==> config.mk <==
export PLATFORM = sky130hd
export DESIGN_NAME = vram_arbiter
export DESIGN_NICKNAME = d
export VERILOG_FILES = /design/src/rtl/vram_arbiter.sv
export SDC_FILE = /design/constraint.sdc
export NUM_CORES = 1
export LEC_CHECK = 0
export ABC_AREA = 1
export CAP_MARGIN = 20
export CORE_AREA = 8 8 65 67
export CTS_CLUSTER_SIZE = 40
export DETAILED_ROUTE_END_ITERATION = 12
export DIE_AREA = 0 0 73 75
export HOLD_SLACK_MARGIN = 0.06
export PLACE_DENSITY_LB_ADDON = 0.05
export SETUP_SLACK_MARGIN = 0.5
export SLEW_MARGIN = 5
export SYNTH_ARGS = -nofsm -noshare
export SYNTH_HDL_FRONTEND = slang
export SYNTH_SLANG_ARGS = --single-unit
export TNS_END_PERCENT = 20
==> constraint.sdc <==
create_clock -name clk -period 3.6 [get_ports clk]
set_input_delay 0.36 -clock clk [delete_from_list [all_inputs] [get_ports clk]]
set_output_delay 0.36 -clock clk [all_outputs]
set_load 0.02 [all_outputs]
==> src/rtl/vram_arbiter.sv <==
// rtl/vram_arbiter.sv - fixed-priority arbiter sharing one VRAM port between display, clear engine and writer
// Optional feature macro: VRAM_BLANK_ONLY_EN (writes only during vertical blanking).
module vram_arbiter #(
    parameter int                ADDR_W    = 11,
    parameter int                DATA_W    = 8,
    parameter int                DEPTH     = 1200,
    parameter logic [DATA_W-1:0] CLEAR_VAL = '0
) (
    input  logic              clk,
    input  logic              rst,
    input  logic              vblank,
    input  logic              disp_req,
    input  logic [ADDR_W-1:0] disp_addr,
    output logic              disp_valid,
    output logic [DATA_W-1:0] disp_data,
    input  logic              wr_req,
    input  logic [ADDR_W-1:0] wr_addr,
    input  logic [DATA_W-1:0] wr_data,
    output logic              wr_ack,
    input  logic              clr_start,
    output logic              clr_busy,
    output logic              clr_done,
    output logic [ADDR_W-1:0] mem_addr,
    output logic              mem_we,
    output logic [DATA_W-1:0] mem_wdata,
    input  logic [DATA_W-1:0] mem_rdata
);

    typedef enum logic {
        IDLE,
        CLEAR
    } state_t;

    localparam logic [ADDR_W-1:0] LAST_ADDR = ADDR_W'(DEPTH - 1);

    state_t            state;
    logic [ADDR_W-1:0] clr_cnt;
    logic              slot_open;
    logic              disp_grant;
    logic              clr_grant;
    logic              wr_grant;

`ifdef VRAM_BLANK_ONLY_EN
    // Writes only while the beam is in vertical blanking, so the picture never tears.
    assign slot_open = vblank && !disp_req;
`else
    logic unused_vblank;
    assign unused_vblank = vblank;
    assign slot_open     = !disp_req;
`endif

    // Display wins unconditionally; the writer is locked out for the whole clear and
    // during its own ack cycle, so a held request lands exactly once.
    always_comb begin
        mem_addr   = '0;
        mem_we     = 1'b0;
        mem_wdata  = '0;
        disp_grant = 1'b0;
        clr_grant  = 1'b0;
        wr_grant   = 1'b0;
        if (rst) begin
            if (disp_req) begin
                disp_grant = 1'b1;
                mem_addr   = disp_addr;
            end else if (state == CLEAR) begin
                if (slot_open) begin
                    clr_grant = 1'b1;
                    mem_addr  = clr_cnt;
                    mem_wdata = CLEAR_VAL;
                    mem_we    = 1'b1;
                end
            end else if (wr_req && !wr_ack && slot_open) begin
                wr_grant  = 1'b1;
                mem_addr  = wr_addr;
                mem_wdata = wr_data;
                mem_we    = 1'b1;
            end
        end
    end

    assign disp_data = mem_rdata;

    always_ff @(posedge clk) begin
        if (!rst) begin
            state      <= IDLE;
            clr_cnt    <= '0;
            clr_busy   <= 1'b0;
            clr_done   <= 1'b0;
            wr_ack     <= 1'b0;
            disp_valid <= 1'b0;
        end else begin
            disp_valid <= disp_grant;
            wr_ack     <= wr_grant;
            clr_done   <= 1'b0;
            case (state)
                IDLE: begin
                    if (clr_start) begin
                        state    <= CLEAR;
                        clr_cnt  <= '0;
                        clr_busy <= 1'b1;
                    end
                end
                CLEAR: begin
                    if (clr_grant) begin
                        if (clr_cnt == LAST_ADDR) begin
                            state    <= IDLE;
                            clr_busy <= 1'b0;
                            clr_done <= 1'b1;
                        end else begin
                            clr_cnt <= clr_cnt + 1'b1;
                        end
                    end
                end
                default: state <= IDLE;
            endcase
        end
    end

endmodule

==> metrics.txt, run 1 <==
status finished, final reports clean; area occupied by multi-input gates 707 um2; # DRC 0; CTS sink cnt 16; Reg area roughly 320 um2; Worst EP arrival 2.41 ns; ant diodes 0; DP Cell Count 302; Syn. warnings 0; Crit. End Element output pin; Netlist cell types 24; P&R area growth vs syn 48.3%; core area 3230 um2; final net count 306; Setup Viol. Count Final 0; vias in the first global route 1343; Avg WL per Cell 14.0 um; DRT Pass-1 Iters 4; GR Util met3 5.19%; Pins Over Slew Limit 0; Die W around 73 um; vias per cell between 4 and 5; DRT antenna net count 0; gr busiest metal met2; sequential area share after synthesis 26.0%; Num CTS Buffers 3; worst-path fanout max 10; post-CTS sizing 0; r2r endpoint clr_cnt[9]; WS Path Type in -> out; Post-DP Area 1790 um2; syn nets about 250; cells after synthesis 208; Sum Neg Setup Slack 0 ns; CTS Buffer Depth 2; HP Start clr_busy; die area 5480 um2; R2R cell count 9; Layout fillers 339; fin area 1830 um2; Post-Route WL 4290 um; layout cells sized above 1 under 10%; CTS root buffer clkbuf_4; Clock Latency Late Sink 0.29 ns; Final Skew 0.00107 ns; number of DRC markers in iteration 0 81; IO buf count 58; Tightest Hold Check Type reg -> reg; grt total ovfl 0; Mean Syn Cell Area about 5.9 um2; maximum capacitance violations 0; Reg clk slew, reported paths 0.11 ns; Lkg Pwr 0.754 nW; Fmax 0.362 GHz; met1 Usage GRT between 10% and 20%; WP data required 3.24 ns; Mapped Area 1230 um2; Power Dens Cells 245 nW/um2; Max VDD drop between 200 and 250 uV; Slew HR 65.4%; most common cell after layout, fill and taps aside nand2_1; hold path cells 2; DIE HEIGHT 75 um; GRT Total Usage 15.3%; Rows 21; total setup buffers inserted after CTS 0; Final Wtd Congestion 0.866; reg2reg setup slack 1.90 ns; flops & latches, synth 16; WHS Endpoint clr_busy; Max H-tree Level 1; ratio of final minimum period to clock period 76.8%; highest-count cells in the layout ignoring fill and taps nand2_1, clkdlybuf4s50_1, nor2_1, inv_1, nand3_1; io pins 76; minimum clock period 2.77 ns; r2r startpoint clr_cnt[1]; DR vias 1443; largest net degree at the start of global routing 13; startpoint types input port; initial antenna violation count 0; final hold violation count 0; first-pass GRT wire length 6650 um; post-DP HPWL 3380 um; RSZ-0062 raised after global routing no; GR Layer Usage met2 23.3%; Starting Density between 30% and 40%; worst-margin pin slew 0.519 ns; post-route insts no fill 306; hold buffer count at CTS 0; CTS tree yes
## registers in the layout, summed over array words and instances, names as in the netlist
name	count
disp_valid	1
clr_busy	1
clr_cnt	11
clr_done	1
wr_ack	1
state	1
## logic make-up after synthesis
logic type | after synthesis | synth area share, %
flops | 16 | 26.0
fa+ha+maj | 1 | 1.01
xor+xnor | 2 | 1.42
simple gates | 121 | 42.7
compound gates | 26 | 12.2
buf+inv | 42 | 16.7
## where the power goes
group / leakage [nW] / internal (W) / total (W) / switching [W]
registers: 0.130 / 0.000183 / 0.000189 / 0.00000603
clock network: 0.0210 / 0.0000616 / 0.000126 / 0.0000648
logic: 0.603 / 0.0000683 / 0.000133 / 0.0000652
total: 0.754 / 0.000313 / 0.000449 / 0.000136
## worst max-delay path by stage
stage | slack (ns) | to | startpoint
2_1_floorplan | 1.81 | mem_addr[6] | wr_ack
3_3_place_gp | 0.81 | mem_addr[4] | rst
3_5_place_dp | 0.80 | mem_addr[5] | rst
6_report | 0.83 | mem_addr[5] | rst
5_1_grt | 0.67 | mem_addr[10] | rst
4_1_cts | 0.80 | mem_addr[5] | rst
## synth_stat cells
cell / count / area, um2
nor2_1: 31 / 116
nor2_4: 1 / 11.3
nor3_1: 1 / 5.00
o211ai_1: 6 / 45.0
buf_4: 9 / 67.6
nand3_1: 18 / 90.1
a21oi_1: 10 / 50.1
inv_2: 3 / 11.3
xor2_1: 2 / 17.5
nor3b_1: 1 / 7.51
dfxtp_1: 16 / 320
nand2_2: 3 / 18.8
a31oi_1: 1 / 6.26
buf_6: 2 / 22.5
clkbuf_1: 1 / 3.75
clkinv_1: 1 / 3.75
nand3_2: 1 / 10.0
nand2_1: 63 / 236
nand2_4: 1 / 11.3
ha_1: 1 / 12.5
a21oi_2: 1 / 8.76
inv_1: 26 / 97.6
nor2_8: 1 / 20.0
o21ai_0: 8 / 40.0
## layout make-up
type / count / share of cell area (%)
Clock buffer: 4 / 1.98
Inverter: 30 / 6.16
Multi-Input combinational cell: 150 / 38.6
Sequential cell: 16 / 17.5
Tap cell: 46 / 3.15
Timing Repair Buffer: 60 / 32.6
## critical path, cell delays in order
cell and delay (ns):
clkdlybuf4s50_1 0.39, buf_4 0.16, inv_2 0.19, nor2_1 0.08, nand2_2 0.17, clkinv_1 0.28
nand2_1 0.13, o211ai_1 0.09, clkdlybuf4s50_1 0.55
## per-stage QoR
step | setup WS (ns) | hold WS [ns] | power, W | util, %
2_1_floorplan | 1.81 | 0.474 | 0.000267 | -
3_3_place_gp | 0.807 | 0.477 | 0.000326 | 55.5
3_5_place_dp | 0.803 | 0.486 | 0.000327 | 55.5
4_1_cts | 0.802 | 0.513 | 0.000451 | 56.6
5_1_grt | 0.671 | 0.546 | 0.000471 | 56.6
6_report | 0.835 | 0.509 | 0.000449 | 56.6
## layer usage
layer	part of all wire, %	vias to the layer above
li1	-	742
met3	12	4
met2	41	69
met4	0.70	0
met1	46	628
met5	0	-
(Power assumes the default switching activity.)
==> run 2: changes to the inputs <==
--- a/config.mk
+++ b/config.mk
@@ -7,10 +7,10 @@
 export LEC_CHECK = 0
 export ABC_AREA = 1
 export CAP_MARGIN = 20
-export CORE_AREA = 8 8 65 67
+export CORE_AREA = 8 8 71 73
 export CTS_CLUSTER_SIZE = 40
 export DETAILED_ROUTE_END_ITERATION = 12
-export DIE_AREA = 0 0 73 75
+export DIE_AREA = 0 0 79 81
 export HOLD_SLACK_MARGIN = 0.06
 export PLACE_DENSITY_LB_ADDON = 0.05
 export SETUP_SLACK_MARGIN = 0.5
==> constraint.sdc (replaced) <==
create_clock -name clk -period 2.3 [get_ports clk]
set_input_delay 0.23 -clock clk [delete_from_list [all_inputs] [get_ports clk]]
set_output_delay 0.23 -clock clk [all_outputs]
set_load 0.02 [all_outputs]
==> metrics.txt, run 2 (same netlist as run 1, synthesis figures left out) <==
Fmax roughly 0.54 GHz; DIE HEIGHT 81 um (+8.0%); die area 6400 um2 (+17%); ant diodes 0 (unchanged); worst-margin pin slew 0.386 ns (-0.132 ns); max reg flops 11 (unchanged); CTS sink cnt 16 (unchanged); r2r endpoint clr_cnt[7]; Layout fillers 439 (+29%); vias per cell 4.50 (-4.6%); final net count 314 (+2.6%); WS Path Type in -> out; RSZ-0062 raised after global routing yes; CTS tree yes; Design Power 0.000767 W (+71%); WP buf/inv 5 (unchanged); Post-DP Area 1860 um2 (+3.6%); initial antenna violation count 0 (unchanged); maximum capacitance violations 0 (unchanged); Num CTS Buffers 3 (unchanged); post-CTS sizing 49 (+49); Pins Over Slew Limit 0 (unchanged); startpoint types input port; Max VDD drop 277 uV (+29%); DR vias 1431 (-0.83%); reg2reg setup slack 0.66 ns (-1.24 ns); most used cell, CP buf_4; Avg WL per Cell 13.1 um (-6.4%); minimum clock period 1.87 ns; CP Cell Sequence clkdlybuf4s50_1, inv_1, nor3_1, buf_4, nand2_2, buf_4, nor2_1, dlygate4sd2_1; hold path cells 0 (-2); Clock Latency Late Sink 0.26 ns (-0.03 ns); IO buf count 58 (unchanged); r2r startpoint clr_cnt[1]; max incr delay on CP 0.46 ns (-0.09 ns); P&R area growth vs syn 51.7%; worst-path fanout max 8 (-2); hold buffer count at CTS 0 (unchanged); highest-count cells in the layout ignoring fill and taps nand2_1, clkdlybuf4s50_1, nor2_1, inv_1, nand3_1; Reg area 320 um2 (unchanged); Setup Viol. Count Final 0 (unchanged); slowest cell on the critical path clkdlybuf4s50_1; Sum Neg Setup Slack 0 ns (unchanged); Final Wtd Congestion 0.877 (+1.2%); WP data required 2.07 ns (-1.17 ns); Top reg by flops clr_cnt; number of DRC markers in iteration 0 54 (-33%); Rows 23 (+9.5%); Die W 79 um (+8.2%); # DRC 0 (unchanged); core area 3910 um2 (+21%); DRT Pass-1 Iters 4 (unchanged); Slew HR 74.2% (+8.8 points); io pins 76 (unchanged); grt total ovfl 0 (unchanged); Lkg Pwr 0.835 nW (+11%); largest net degree at the start of global routing 13 (unchanged); Crit. End Element output pin; CTS Buffer Depth 2 (unchanged); R2R cell count 9 (unchanged); total setup buffers inserted after CTS 0 (unchanged); status finished, final reports clean; Post-Route WL 4170 um (-2.8%); Worst EP arrival 1.64 ns (-0.77 ns); DRT antenna net count 0 (unchanged); first-pass GRT wire length 6760 um (+1.6%); WHS Endpoint disp_data[5]; vias in the first global route 1350 (+0.52%); fin area 1870 um2 (+2.3%); area occupied by multi-input gates 707 um2 (unchanged); layout cells sized above 1 14.9% (+8.4 points); final core occ 47.8% (-8.8 points); most common cell after layout, fill and taps aside nand2_1; post-DP HPWL 3390 um (+0.37%); Max H-tree Level 1 (unchanged); ratio of final minimum period to clock period 81.1%; final hold violation count 0 (unchanged); GRT Total Usage 13.0% (-2.3 points); CTS root buffer clkbuf_8; Starting Density 31.5% (-6.7 points); HP Start mem_rdata[5]; Tightest Hold Check Type in -> out; Final Skew 0.00748 ns (+0.00641 ns); Largest delay share family, worst path buffers and inverters; Power Dens Cells 410 nW/um2 (+67%)
run 2: cell count changes in the layout (fill, tap and decap cells not counted), moves of 2 or more:
cell / change
clkdlybuf4s15_2: +4
clkdlybuf4s15_1: +4
clkbuf_2: +4
dlygate4sd2_1: +2
clkbuf_4: -3
buf_2: +5
clkbuf_8: +3
buf_4: +9
clkdlybuf4s50_1: -20
run 2: per-stage QoR:
stage               cells  hold WS, ns  setup slack [ns]
floorplan             208        0.350             0.636
global placement      314        0.460            0.0366
CTS                   318        0.460             0.419
finish                318        0.460             0.434
global route          318        0.460             0.356
detailed placement    314        0.460            0.0466
run 2: worst max path at each step:
stage | startpoint | endpoint | slack (ns) | depth (start not counted)
5_1_grt | wr_req | mem_wdata[0] | 0.36 | 8
2_1_floorplan | wr_ack | mem_addr[6] | 0.64 | 5
6_report | wr_req | mem_wdata[3] | 0.43 | 8
4_1_cts | disp_req | mem_addr[10] | 0.42 | 8
3_3_place_gp | wr_req | mem_addr[9] | 0.04 | 9
3_5_place_dp | wr_req | mem_addr[8] | 0.05 | 9
run 2: metal layers:
layer | track usage [%] | vias up | wire length, um
met5 | 0 | - | 0
li1 | - | 762 | -
met3 | 4.42 | 6 | 365
met4 | 2.96 | 0 | 36
met1 | 16.4 | 604 | 2030
met2 | 20.7 | 59 | 1740
run 2: where the power goes:
group | internal (W) | switching [W] | leakage [nW] | total (W)
logic | 0.000105 | 0.000105 | 0.675 | 0.000210
clock network | 0.000152 | 0.000111 | 0.0288 | 0.000263
registers | 0.000286 | 0.00000792 | 0.130 | 0.000294
total | 0.000543 | 0.000223 | 0.835 | 0.000767
run 2: cell type report:
| type | count | share of cell area [%] |
|---|---|---|
| Clock buffer | 4 | 2.94 |
| Inverter | 30 | 6.22 |
| Multi-Input combinational cell | 150 | 37.8 |
| Sequential cell | 16 | 17.1 |
| Tap cell | 50 | 3.34 |
| Timing Repair Buffer | 68 | 32.6 |
